===== config.mk =====
export PLATFORM = sky130hd
export DESIGN_NAME = power_pellet_ctrl_flat
export DESIGN_NICKNAME = d
export VERILOG_FILES = /design/src/rtl/power_pellet_ctrl_if.sv /design/src/rtl/power_pellet_ctrl.sv /design/src/flat_wrapper.sv
export SDC_FILE = /design/constraint.sdc
export NUM_CORES = 1
export LEC_CHECK = 0
export ABC_CLOCK_PERIOD_IN_PS = 7400
export CORE_ASPECT_RATIO = 1.5
export CORE_MARGIN = 1.5
export CORE_UTILIZATION = 62
export CTS_CLUSTER_SIZE = 14
export DETAILED_ROUTE_END_ITERATION = 12
export PLACE_DENSITY = 0.95
export RECOVER_POWER = 50
export SLEW_MARGIN = 20
export SYNTH_ARGS = -nofsm -noshare
export SYNTH_HDL_FRONTEND = slang
export SYNTH_SLANG_ARGS = --single-unit

===== constraint.sdc =====
create_clock -name Clk -period 7.4 [get_ports Clk]
set_input_delay 0.74 -clock Clk [delete_from_list [all_inputs] [get_ports Clk]]
set_output_delay 0.74 -clock Clk [all_outputs]
set_load 0.1 [all_outputs]

===== src/rtl/power_pellet_ctrl_if.sv =====
// Game-side bundle for the power pellet controller: pellet/Pac-Man
// coordinates and control pulses in, pellet visibility and frightened-mode status out.
interface power_pellet_ctrl_if #(
    parameter int NUM_DOTS = 4,
    parameter int COORD_W  = 10
);
    localparam int IDX_W     = (NUM_DOTS > 1) ? $clog2(NUM_DOTS) : 1;
    localparam int CNT_OUT_W = $clog2(NUM_DOTS + 1);

    logic [NUM_DOTS*COORD_W-1:0] dotX;
    logic [NUM_DOTS*COORD_W-1:0] dotY;
    logic [COORD_W-1:0]          pacX;
    logic [COORD_W-1:0]          pacY;
    logic                        pause;
    logic                        level_restart;
    logic [NUM_DOTS-1:0]         show;
    logic                        freeze;
    logic                        warn;
    logic                        eat_pulse;
    logic [IDX_W-1:0]            eat_index;
    logic [CNT_OUT_W-1:0]        eat_count;
    logic                        all_eaten;

    modport master (
        output dotX, dotY, pacX, pacY, pause, level_restart,
        input  show, freeze, warn, eat_pulse, eat_index, eat_count, all_eaten
    );

    modport slave (
        input  dotX, dotY, pacX, pacY, pause, level_restart,
        output show, freeze, warn, eat_pulse, eat_index, eat_count, all_eaten
    );
endinterface


===== src/rtl/power_pellet_ctrl.sv =====
// Power pellet controller: hides pellets Pac-Man touches and runs the
// frightened-mode timer (FRIGHT then WARN) that freezes the ghosts.
module power_pellet_ctrl #(
    parameter int NUM_DOTS      = 4,
    parameter int COORD_W       = 10,
    parameter int HIT_RADIUS    = 6,
    parameter int CNT_W         = 28,
    parameter int FRIGHT_CYCLES = 268435455,
    parameter int WARN_CYCLES   = 50000000
) (
    input  logic                  Clk,
    input  logic                  Reset,
    power_pellet_ctrl_if.slave    bus
);
    localparam int IDX_W     = (NUM_DOTS > 1) ? $clog2(NUM_DOTS) : 1;
    localparam int CNT_OUT_W = $clog2(NUM_DOTS + 1);

    localparam logic [CNT_W-1:0]   FRIGHT_LOAD = CNT_W'(FRIGHT_CYCLES - 1);
    localparam logic [CNT_W-1:0]   WARN_LIMIT  = CNT_W'(WARN_CYCLES);
    localparam logic [COORD_W:0]   RADIUS      = (COORD_W + 1)'(HIT_RADIUS);
    localparam logic [CNT_W-1:0]   CNT_ZERO    = {CNT_W{1'b0}};
    localparam logic [CNT_W-1:0]   CNT_ONE     = {{(CNT_W-1){1'b0}}, 1'b1};

    typedef enum logic [1:0] {
        S_IDLE   = 2'd0,
        S_FRIGHT = 2'd1,
        S_WARN   = 2'd2
    } state_t;

    state_t                 state_q;
    logic [CNT_W-1:0]       cnt_q;
    logic [NUM_DOTS-1:0]    show_q;
    logic                   freeze_q;
    logic                   warn_q;
    logic                   eat_pulse_q;
    logic [IDX_W-1:0]       eat_index_q;
    logic [CNT_OUT_W-1:0]   eat_count_q;
    logic                   all_eaten_q;

    logic [NUM_DOTS-1:0]    hit_d;
    logic [NUM_DOTS-1:0]    show_d;
    logic                   any_hit_d;
    logic [IDX_W-1:0]       hit_idx_d;
    logic [CNT_OUT_W-1:0]   hit_cnt_d;
    logic [CNT_W-1:0]       cnt_dec_d;

    // One extra bit keeps the subtraction from wrapping, so pellets near
    // opposite screen edges never alias into a hit.
    function automatic logic [COORD_W:0] abs_diff(
        input logic [COORD_W-1:0] a,
        input logic [COORD_W-1:0] b
    );
        logic [COORD_W:0] d;
        d = {1'b0, a} - {1'b0, b};
        if (d[COORD_W]) begin
            abs_diff = -d;
        end else begin
            abs_diff = d;
        end
    endfunction

    // Per-pellet collision window test against Pac-Man's centre.
    always_comb begin
        hit_d = {NUM_DOTS{1'b0}};
        for (int i = 0; i < NUM_DOTS; i++) begin
            hit_d[i] = show_q[i] & ~bus.pause & ~bus.level_restart
                     & (abs_diff(bus.dotX[i*COORD_W +: COORD_W], bus.pacX) <= RADIUS)
                     & (abs_diff(bus.dotY[i*COORD_W +: COORD_W], bus.pacY) <= RADIUS);
        end
    end

    // Lowest colliding index and number of simultaneous collisions.
    always_comb begin
        hit_idx_d = {IDX_W{1'b0}};
        hit_cnt_d = {CNT_OUT_W{1'b0}};
        for (int i = NUM_DOTS - 1; i >= 0; i--) begin
            if (hit_d[i]) begin
                hit_idx_d = IDX_W'(i);
            end else begin
                hit_idx_d = hit_idx_d;
            end
            hit_cnt_d = hit_cnt_d + CNT_OUT_W'(hit_d[i]);
        end
    end

    // Derived next values shared by the sequential block.
    always_comb begin
        any_hit_d = |hit_d;
        show_d    = show_q & ~hit_d;
        cnt_dec_d = cnt_q - CNT_ONE;
    end

    // Pellet visibility, eat reporting and frightened-mode state machine.
    always_ff @(posedge Clk) begin
        if (Reset) begin
            state_q     <= S_IDLE;
            cnt_q       <= CNT_ZERO;
            show_q      <= {NUM_DOTS{1'b1}};
            freeze_q    <= 1'b0;
            warn_q      <= 1'b0;
            eat_pulse_q <= 1'b0;
            eat_index_q <= {IDX_W{1'b0}};
            eat_count_q <= {CNT_OUT_W{1'b0}};
            all_eaten_q <= 1'b0;
        end else if (bus.level_restart) begin
            state_q     <= S_IDLE;
            cnt_q       <= CNT_ZERO;
            show_q      <= {NUM_DOTS{1'b1}};
            freeze_q    <= 1'b0;
            warn_q      <= 1'b0;
            eat_pulse_q <= 1'b0;
            eat_count_q <= {CNT_OUT_W{1'b0}};
            all_eaten_q <= 1'b0;
        end else if (bus.pause) begin
            eat_pulse_q <= 1'b0;
            eat_count_q <= {CNT_OUT_W{1'b0}};
        end else begin
            show_q      <= show_d;
            all_eaten_q <= (show_d == {NUM_DOTS{1'b0}});
            eat_pulse_q <= any_hit_d;
            eat_count_q <= hit_cnt_d;
            if (any_hit_d) begin
                // Any eat, including a re-eat mid-warning, restarts a full period.
                eat_index_q <= hit_idx_d;
                state_q     <= S_FRIGHT;
                cnt_q       <= FRIGHT_LOAD;
                freeze_q    <= 1'b1;
                warn_q      <= 1'b0;
            end else begin
                case (state_q)
                    S_IDLE: begin
                        freeze_q <= 1'b0;
                        warn_q   <= 1'b0;
                    end
                    S_FRIGHT: begin
                        if (cnt_q == CNT_ZERO) begin
                            state_q  <= S_IDLE;
                            freeze_q <= 1'b0;
                            warn_q   <= 1'b0;
                        end else begin
                            cnt_q <= cnt_dec_d;
                            if (cnt_dec_d < WARN_LIMIT) begin
                                state_q <= S_WARN;
                                warn_q  <= 1'b1;
                            end else begin
                                warn_q  <= 1'b0;
                            end
                        end
                    end
                    S_WARN: begin
                        if (cnt_q == CNT_ZERO) begin
                            state_q  <= S_IDLE;
                            freeze_q <= 1'b0;
                            warn_q   <= 1'b0;
                        end else begin
                            cnt_q <= cnt_dec_d;
                        end
                    end
                    default: begin
                        state_q  <= S_IDLE;
                        cnt_q    <= CNT_ZERO;
                        freeze_q <= 1'b0;
                        warn_q   <= 1'b0;
                    end
                endcase
            end
        end
    end

    assign bus.show      = show_q;
    assign bus.freeze    = freeze_q;
    assign bus.warn      = warn_q;
    assign bus.eat_pulse = eat_pulse_q;
    assign bus.eat_index = eat_index_q;
    assign bus.eat_count = eat_count_q;
    assign bus.all_eaten = all_eaten_q;
endmodule


===== src/flat_wrapper.sv =====
// flat-port wrapper written by rule: the top's interface ports become plain ports
module power_pellet_ctrl_flat 
#(
    parameter int NUM_DOTS      = 4,
    parameter int COORD_W       = 10,
    parameter int HIT_RADIUS    = 6,
    parameter int CNT_W         = 28,
    parameter int FRIGHT_CYCLES = 268435455,
    parameter int WARN_CYCLES   = 50000000
)
  (Clk, Reset, bus_dotX, bus_dotY, bus_pacX, bus_pacY, bus_pause, bus_level_restart, bus_show, bus_freeze, bus_warn, bus_eat_pulse, bus_eat_index, bus_eat_count, bus_all_eaten);
  power_pellet_ctrl_if #(.NUM_DOTS(NUM_DOTS), .COORD_W(COORD_W)) bus_i ();
  input  logic Clk;
  input  logic Reset;
  input wire logic [$bits(bus_i.dotX)-1:0] bus_dotX;
  input wire logic [$bits(bus_i.dotY)-1:0] bus_dotY;
  input wire logic [$bits(bus_i.pacX)-1:0] bus_pacX;
  input wire logic [$bits(bus_i.pacY)-1:0] bus_pacY;
  input wire logic [$bits(bus_i.pause)-1:0] bus_pause;
  input wire logic [$bits(bus_i.level_restart)-1:0] bus_level_restart;
  output wire logic [$bits(bus_i.show)-1:0] bus_show;
  output wire logic [$bits(bus_i.freeze)-1:0] bus_freeze;
  output wire logic [$bits(bus_i.warn)-1:0] bus_warn;
  output wire logic [$bits(bus_i.eat_pulse)-1:0] bus_eat_pulse;
  output wire logic [$bits(bus_i.eat_index)-1:0] bus_eat_index;
  output wire logic [$bits(bus_i.eat_count)-1:0] bus_eat_count;
  output wire logic [$bits(bus_i.all_eaten)-1:0] bus_all_eaten;
  assign bus_i.dotX = bus_dotX;
  assign bus_i.dotY = bus_dotY;
  assign bus_i.pacX = bus_pacX;
  assign bus_i.pacY = bus_pacY;
  assign bus_i.pause = bus_pause;
  assign bus_i.level_restart = bus_level_restart;
  assign bus_show = bus_i.show;
  assign bus_freeze = bus_i.freeze;
  assign bus_warn = bus_i.warn;
  assign bus_eat_pulse = bus_i.eat_pulse;
  assign bus_eat_index = bus_i.eat_index;
  assign bus_eat_count = bus_i.eat_count;
  assign bus_all_eaten = bus_i.all_eaten;
  power_pellet_ctrl #(.NUM_DOTS(NUM_DOTS), .COORD_W(COORD_W), .HIT_RADIUS(HIT_RADIUS), .CNT_W(CNT_W), .FRIGHT_CYCLES(FRIGHT_CYCLES), .WARN_CYCLES(WARN_CYCLES)) u_core (.Clk(Clk), .Reset(Reset), .bus(bus_i));
endmodule

# Word-level counts from Yosys, hierarchy flattened
# Cells that the tools add are included.
# totals
ff_bits	43
latchBits	0
ram_bits	0
rom_bits	0
input_bits	104
output_inout_bits	13
elab_cells	104
n_memories	0
# classes
addsub	20
mul	0
n_div	0
n_lt_le_gt_ge	9
n_eq_ne	7
shift	0
muxes	27
bitwise_logic	20
n_reduce_logical	12
# ops
cell	count
<= comparator 11 x 3 -> 1 bit, second input constant	8
two-way mux 11 bit	8
negation 11 bit	8
subtractor 10 x 10 -> 11 bit	8
two-way mux 28 bit	2
one-hot mux 28 bit (2 select lines)	1
logical NOT 28 bit	1
< comparator 28 x 26 -> 1 bit, second input constant	1
subtractor 28 x 1 -> 28 bit, second input constant	1
AND 1 bit	16
two-way mux 2 bit	8
adder 3 x 1 -> 3 bit	2
two-way mux 1 bit	6
inequality test 3 x 1 -> 1 bit, second input constant	2
one-hot mux 2 bit (3 select lines)	1
AND reduction 3 bit	2
AND 4 bit	1
logical NOT 4 bit	1
inequality test 4 x 1 -> 1 bit, second input constant	1
NOT 4 bit	1
AND reduction 2 bit	2
AND reduction 4 bit	1
OR reduction 2 bit	2
OR reduction 4 bit	1
9 further kinds	10

# Logic depth before layout (Yosys ltp)
# logic_depth
word_depth	10
mapped_depth	22
ltp_nobuf	21

# Least setup slack after synthesis
# No wires, ideal clock.
# synth_timing
path_kind	input to register
from	in bus_pacX[1]
to	reg u_core.eat_count_q[1] (netlist: u_core.bus.eat_count[1])
setup_time_ns	0.115
arrival_time_ns	4.961
t_required_ns	7.285
setup_slack_ns	2.324
cell_stages	16
n_path_buf	0
cell_sequence	inv_1 fa_1 a211oi_1 o21bai_1 and4_1 a2111oi_0 o21ai_0 mux2_2 a221oi_1 nand4_1 ha_1 inv_1 fa_1 inv_1 ha_1 and2_1
# synth_via
elab_chain_len	9
word_cells_on_any_way	27
classes_between	add/sub (11); order compare (4); mux (4); bitwise (8)
# synth_rtl
item	line	rtl
from (decl)	flat_wrapper.sv:17	input wire logic [$bits(bus_i.pacX)-1:0] bus_pacX;
subtractor 10 x 10 -> 11 bit	power_pellet_ctrl.sv:54	d = {1'b0, a} - {1'b0, b};
negation 11 bit	power_pellet_ctrl.sv:56	abs_diff = -d;
two-way mux 11 bit	power_pellet_ctrl.sv:55	if (d[COORD_W]) begin
<= comparator 11 x 3 -> 1 bit	power_pellet_ctrl.sv:67	& (abs_diff(bus.dotX[i*COORD_W +: COORD_W], bus.pacX) <= RADIUS)
AND 1 bit	power_pellet_ctrl.sv:67	
AND 1 bit	power_pellet_ctrl.sv:68	& (abs_diff(bus.dotY[i*COORD_W +: COORD_W], bus.pacY) <= RADIUS);
adder 1 x 1 -> 2 bit	power_pellet_ctrl.sv:82	hit_cnt_d = hit_cnt_d + CNT_OUT_W'(hit_d[i]);
adder 3 x 1 -> 3 bit	power_pellet_ctrl.sv:82	
adder 3 x 1 -> 3 bit (*)	power_pellet_ctrl.sv:82	
net u_core.hit_cnt_d[1]	power_pellet_ctrl.sv:44	logic [CNT_OUT_W-1:0] hit_cnt_d;
to (signal assigned)	power_pellet_ctrl.sv:103	eat_count_q <= {CNT_OUT_W{1'b0}};
to (signal assigned)	power_pellet_ctrl.sv:112	eat_count_q <= {CNT_OUT_W{1'b0}};
to (signal assigned)	power_pellet_ctrl.sv:116	eat_count_q <= {CNT_OUT_W{1'b0}};
to (decl)	power_pellet_ctrl.sv:37	logic [CNT_OUT_W-1:0] eat_count_q;
# The timed path passes the listed nets; every way through them passes the cells marked *.
# A chain may end at the register's enable or synchronous reset.

# Worst setup path after layout
# layout_timing
from	in bus_pacX[0]
to	reg u_core.cnt_q[11]
# layout_via
elab_chain_len	9
word_cells_on_any_way	29
classes_between	add/sub (8); order compare (4); eq/ne (2); mux (5); bitwise (8); reduce/logical (2)
# layout_rtl
item	line	rtl
subtractor 10 x 10 -> 11 bit	power_pellet_ctrl.sv:54	
negation 11 bit	power_pellet_ctrl.sv:56	
two-way mux 11 bit	power_pellet_ctrl.sv:55	
<= comparator 11 x 3 -> 1 bit	power_pellet_ctrl.sv:67	
AND 1 bit	power_pellet_ctrl.sv:67	
AND 1 bit	power_pellet_ctrl.sv:68	
OR reduction 4 bit (*)	power_pellet_ctrl.sv:88	any_hit_d = |hit_d;
inequality test 3 x 2 -> 1 bit (no source line) / inequality test 2 x 1 -> 1 bit (equally long branches)	-	
AND reduction 3 bit (no source line)	-	
to (signal assigned)	power_pellet_ctrl.sv:141	cnt_q <= cnt_dec_d;
to (signal assigned)	power_pellet_ctrl.sv:156	cnt_q <= cnt_dec_d;
to (decl)	power_pellet_ctrl.sv:31	logic [CNT_W-1:0] cnt_q;
# Mark *: on every way between the ends. The rest lies on a longest branch, timed or not.

==> flow_summary.html <==
<table>
<tr><th>Metric</th><th>Value</th></tr>
<tr><th colspan="2">Logic synthesis</th></tr>
<tr><td>Synth Net Count</td><td>1379</td></tr>
<tr><td>Main combinational cell family by area after synthesis</td><td>compound AO/OA/AOI/OAI gates</td></tr>
<tr><td>Synth Area in Adders</td><td>0.154</td></tr>
<tr><td>Synthesized instance count</td><td>1177</td></tr>
<tr><td>Complex-gate fraction of the synthesized area</td><td>0.318</td></tr>
<tr><td>Number of warnings issued by yosys</td><td>0</td></tr>
<tr><td>Synth Area per Inst</td><td>7.12 um^2</td></tr>
<tr><td>Share of the yosys chip area belonging to registers</td><td>0.103</td></tr>
<tr><td>Main synth FF type</td><td>dfxtp_1</td></tr>
<tr><td>Number of synthesized register bits</td><td>43</td></tr>
<tr><td>Basic-gate share of the synthesized area counting and, or, nand and nor cells</td><td>0.280</td></tr>
<tr><td>Synthesized-area fraction occupied by xor and xnor cells</td><td>0.0689</td></tr>
<tr><td>Library cells used by synthesis</td><td>84</td></tr>
<tr><td>Post-Synthesis Cell Area</td><td>8390 um^2</td></tr>
<tr><td>Multiplexer share of the synthesized area</td><td>0.0237</td></tr>
<tr><td>Number of flops mapped to enable cells by yosys</td><td>0</td></tr>
<tr><td>Proportion of synthesized flip-flops having asynchronous set or reset</td><td>0</td></tr>
<tr><th colspan="2">Finish</th></tr>
<tr><td>Post-Layout Cell Count</td><td>1428</td></tr>
<tr><td>Number of nets in the final layout</td><td>1470</td></tr>
<tr><td>N_diodes</td><td>0</td></tr>
<tr><td>Layout fillers</td><td>979</td></tr>
<tr><td>Area growth from synthesis to final layout</td><td>16.8%</td></tr>
<tr><td>Share of final-layout standard cells stronger than drive strength 1</td><td>0.0386</td></tr>
<tr><th colspan="2">Clock tree</th></tr>
<tr><td>Maximum buffer depth of the clock tree</td><td>2</td></tr>
<tr><td>Number of buffers inserted for hold repair after clock tree synthesis</td><td>0</td></tr>
<tr><td>Clock slew at reported path FFs</td><td>0.06 ns</td></tr>
<tr><td>Number of gates resized after cts</td><td>0</td></tr>
<tr><td>Post-CTS setup repair buffer count</td><td>0</td></tr>
<tr><td>Number of H-tree levels</td><td>2</td></tr>
<tr><td>Clock root buffer</td><td>clkbuf_16</td></tr>
<tr><td>CTS Buf Count</td><td>5</td></tr>
<tr><td>CTS tree</td><td>done</td></tr>
<tr><td>Clock sinks</td><td>43</td></tr>
<tr><td>Clock latency on the worst-skew pair</td><td>0.30 ns</td></tr>
<tr><th colspan="2">Floorplan</th></tr>
<tr><td>Die X-Extent</td><td>98.0 um</td></tr>
<tr><td>Die outline height</td><td>145 um</td></tr>
<tr><td>Total die area</td><td>14200 um^2</td></tr>
<tr><td>Number of rows created at floorplan</td><td>51</td></tr>
<tr><td>Boundary Pins</td><td>117</td></tr>
<tr><td>Initial Util</td><td>0.641</td></tr>
<tr><td>Std-Cell Core Area</td><td>13100 um^2</td></tr>
<tr><th colspan="2">Placed design</th></tr>
<tr><td>Number of cells in the design after placement</td><td>1420</td></tr>
<tr><td>Global placer's final weighted congestion</td><td>0.950</td></tr>
<tr><td>Number of I/O port buffers</td><td>116</td></tr>
<tr><td>Final HPWL DP</td><td>20800 um</td></tr>
<tr><th colspan="2">Global routing</th></tr>
<tr><td>Via count of the first global-routing pass</td><td>9481</td></tr>
<tr><td>Antenna violations before repair</td><td>0</td></tr>
<tr><td>First-pass GRT wire length</td><td>42200 um</td></tr>
<tr><td>Largest net degree at the start of global routing</td><td>22</td></tr>
<tr><td>Total routing usage reported by global routing</td><td>0.352</td></tr>
<tr><td>Gr ovfl total</td><td>0</td></tr>
<tr><th colspan="2">Drt</th></tr>
<tr><td>DRC violation count after routing</td><td>0</td></tr>
<tr><td>Final routed wire length divided by cell count</td><td>18.4 um</td></tr>
<tr><td>Count of TritonRoute iterations in the first routing pass</td><td>8</td></tr>
<tr><td>Number of nets with antenna violations after detailed routing</td><td>0</td></tr>
<tr><td>Violation count after the first detailed-route iteration</td><td>650</td></tr>
<tr><td>Total vias in the final route</td><td>9840</td></tr>
<tr><td>Routed wire length</td><td>26300 um</td></tr>
<tr><td>Detail-routed via count per cell</td><td>6.89</td></tr>
<tr><th colspan="2">Hold path</th></tr>
<tr><td>Hold/Removal Path Class</td><td>flip-flop to flip-flop</td></tr>
<tr><td>Launch point of the worst hold path</td><td>u_core.bus.all_eaten$_SDFFE_PP0N_</td></tr>
<tr><td>Hold Path Depth</td><td>2</td></tr>
<tr><th colspan="2">Timing</th></tr>
<tr><td>Post-route fraction of the period consumed by the critical path</td><td>0.852</td></tr>
<tr><td>Max-slew violations</td><td>0</td></tr>
<tr><td>Setup Skew</td><td>0.00617 ns</td></tr>
<tr><td>Total negative setup slack</td><td>0 ns</td></tr>
<tr><td>Remaining max-slew budget at the tightest pin</td><td>0.289</td></tr>
<tr><td>Actual transition at the worst max-transition pin</td><td>1.06 ns</td></tr>
<tr><td>Time the worst path needs with I/O delays and setup</td><td>6.30 ns</td></tr>
<tr><td>Hold violation count in the final report</td><td>0</td></tr>
<tr><td>Peak Freq</td><td>159 MHz</td></tr>
<tr><td>RSZ-0062 raised after global routing</td><td>no</td></tr>
<tr><td>Final setup viols</td><td>0</td></tr>
<tr><th colspan="2">Setup path</th></tr>
<tr><td>CP Cell Sequence</td><td>dlygate4sd3_1 &gt; ha_1 &gt; inv_1 &gt; fa_1 &gt; a211oi_1 &gt; o211ai_1 &gt; a41oi_1 &gt; nand2_1 &gt; o32a_1 &gt; or3_1 &gt; nor4_1 &gt; nand4_1 &gt; or3_1 &gt; ha_1 &gt; and3_1 &gt; or2_1 &gt; a221oi_2</td></tr>
<tr><td>Launching point of the worst reg2reg path</td><td>u_core.cnt_q[3]$_SDFFE_PP0P_</td></tr>
<tr><td>Crit path max-delay family</td><td>simple AND/OR/NAND/NOR gates</td></tr>
<tr><td>Crit path max-delay cell type</td><td>a41oi_1</td></tr>
<tr><td>Type of the setup path with the least slack</td><td>input port to flip-flop</td></tr>
<tr><td>Arrival time of data at the critical path endpoint</td><td>6.51 ns</td></tr>
<tr><td>CP Max Fanout</td><td>19</td></tr>
<tr><td>Category of the worst setup path capture point</td><td>flip-flop</td></tr>
<tr><td>FF-to-FF path depth</td><td>11</td></tr>
<tr><td>Count of cell instances traversed by the critical path</td><td>17</td></tr>
<tr><td>Worst setup startpoint</td><td>bus_pacX[0]</td></tr>
<tr><td>Endpoint required time on the critical path</td><td>7.60 ns</td></tr>
<tr><td>Longest individual stage delay on the worst path</td><td>0.80 ns</td></tr>
<tr><td>Buffering stage count on the worst path with inverters included</td><td>2</td></tr>
<tr><td>Startpoint type of the worst setup path</td><td>input port</td></tr>
<tr><th colspan="2">Power</th></tr>
<tr><td>P per Cell Area</td><td>125 nW/um^2</td></tr>
<tr><td>Peak supply drop</td><td>89.7 uV</td></tr>
<tr><td>Cell leakage power</td><td>3.97 nW</td></tr>
<tr><th colspan="2">Run</th></tr>
<tr><td>Max Cap Viol</td><td>0</td></tr>
<tr><th colspan="2">Run status</th></tr>
<tr><td>Run status</td><td>complete, no violations</td></tr>
</table>
## placed cells by master, fill, tap and decap left out, types with 15 or more instances in the layout
| master | Yosys | routed |
|---|---|---|
| nor2_1 | 106 | 106 |
| clkdlybuf4s50_1 | 0 | 100 |
| a21oi_1 | 94 | 94 |
| nand2_1 | 92 | 92 |
| ha_1 | 89 | 89 |
| o21ai_0 | 74 | 74 |
| inv_1 | 71 | 71 |
| nor3_1 | 48 | 48 |
| dfxtp_1 | 43 | 43 |
| nand3_1 | 38 | 38 |
| xor2_1 | 34 | 34 |
| xnor2_1 | 32 | 32 |
| or3_1 | 23 | 23 |
| nand2b_1 | 19 | 19 |
| nor4_1 | 19 | 19 |
| o21a_1 | 18 | 18 |
| nand4_1 | 17 | 17 |
| and3_1 | 16 | 16 |
| dlygate4sd3_1 | 0 | 16 |
| o211ai_1 | 15 | 15 |
## tightest hold or removal path: cells and delay by family (launching register included)
kind,cells,cell delay (ns)
AOI/OAI and AO/OA,1,0.06
DFF,1,0.31
and+or+nand+nor,1,0.06
## sequential cells by signal, indices dropped and copies added (netlist names)
register / count
u_core.bus.show: 4
u_core.bus.freeze: 1
u_core.bus.all_eaten: 1
u_core.bus.eat_count: 3
u_core.bus.eat_index: 2
u_core.bus.eat_pulse: 1
u_core.state_q: 2
u_core.cnt_q: 28
u_core.bus.warn: 1
## report_power, final
group          switching, mW  leakage (nW)  internal, mW
Clock                 0.0947        0.0911         0.194
Sequential         0.0000763         0.346         0.231
Combinational          0.405          3.54         0.303
## Yosys cell counts, drive strengths merged, types with 10 or more instances
cell type  count  area [um^2]
dfxtp         43          861
nor3b         11         82.6
clkbuf        29          109
nand2b        19          119
ha            89         1110
nand3         38          190
a31oi         10         62.6
o21a          19          150
a21oi         97          497
a211o         13          114
or3           23          144
and3          16          100
xnor2         32          280
inv           71          267
o211ai        15          113
o31ai         12         90.1
mux2i         12          120
nor2b         13         81.3
nor4          19          119
nand4         17          106
o21ai         75          375
nor2         106          398
or2           14         87.6
a211oi        15          118
nand2         92          345
or4           12         90.1
nor3          48          240
xor2          34          298
## logic make-up after synthesis
kind of cell,Yosys count
AOI/OAI and AO/OA,385
adders and majority gates,98
buffers and inverters,108
DFF,43
and+or+nand+nor,458
xor gates and xnor gates,66
muxes,19
## worst paths after layout
path	endpoint	slack [ns]
max	u_core.cnt_q[11]$_SDFFE_PP0P_	1.10
min	u_core.bus.all_eaten$_SDFFE_PP0N_	0.48
max reg2reg	u_core.state_q[0]$_SDFFE_PP0P_	3.25
min reg2reg	u_core.bus.all_eaten$_SDFFE_PP0N_	0.48
## cell type report
class                           instances  area, um^2  share of cell area
Tap cell                              159         199              0.0203
Clock buffer                            6         129              0.0132
Inverter                               71         267              0.0272
Clock inverter                          2        60.1             0.00613
Sequential cell                        43         861              0.0879
Multi-Input combinational cell       1026        7080               0.723
Timing Repair Buffer                  121        1200               0.122
## metrics by stage
| step | hold WS (ns) | total power [mW] | util | instance area, um^2 | worst slack (ns) |
|---|---|---|---|---|---|
| after floorplan | 0.449 | 0.748 | - | 8390 | 2.32 |
| after global placement | 0.453 | 0.905 | 0.734 | 9610 | 1.27 |
| after detailed placement | 0.482 | 0.923 | 0.734 | 9610 | 1.08 |
| after CTS | 0.492 | 1.21 | 0.749 | 9800 | 1.36 |
| after global routing | 0.516 | 1.30 | 0.749 | 9800 | 0.883 |
| final | 0.479 | 1.23 | 0.749 | 9800 | 1.10 |
## routing by layer
metal  vias to the layer above  wire (um)  GRT usage
met5                         -          0          0
met4                         0       2250      0.286
li1                       4650          -          -
met3                       184       2070     0.0668
met2                       538      12800      0.621
met1                      4468       9180      0.354
(Power assumes the default switching activity.)
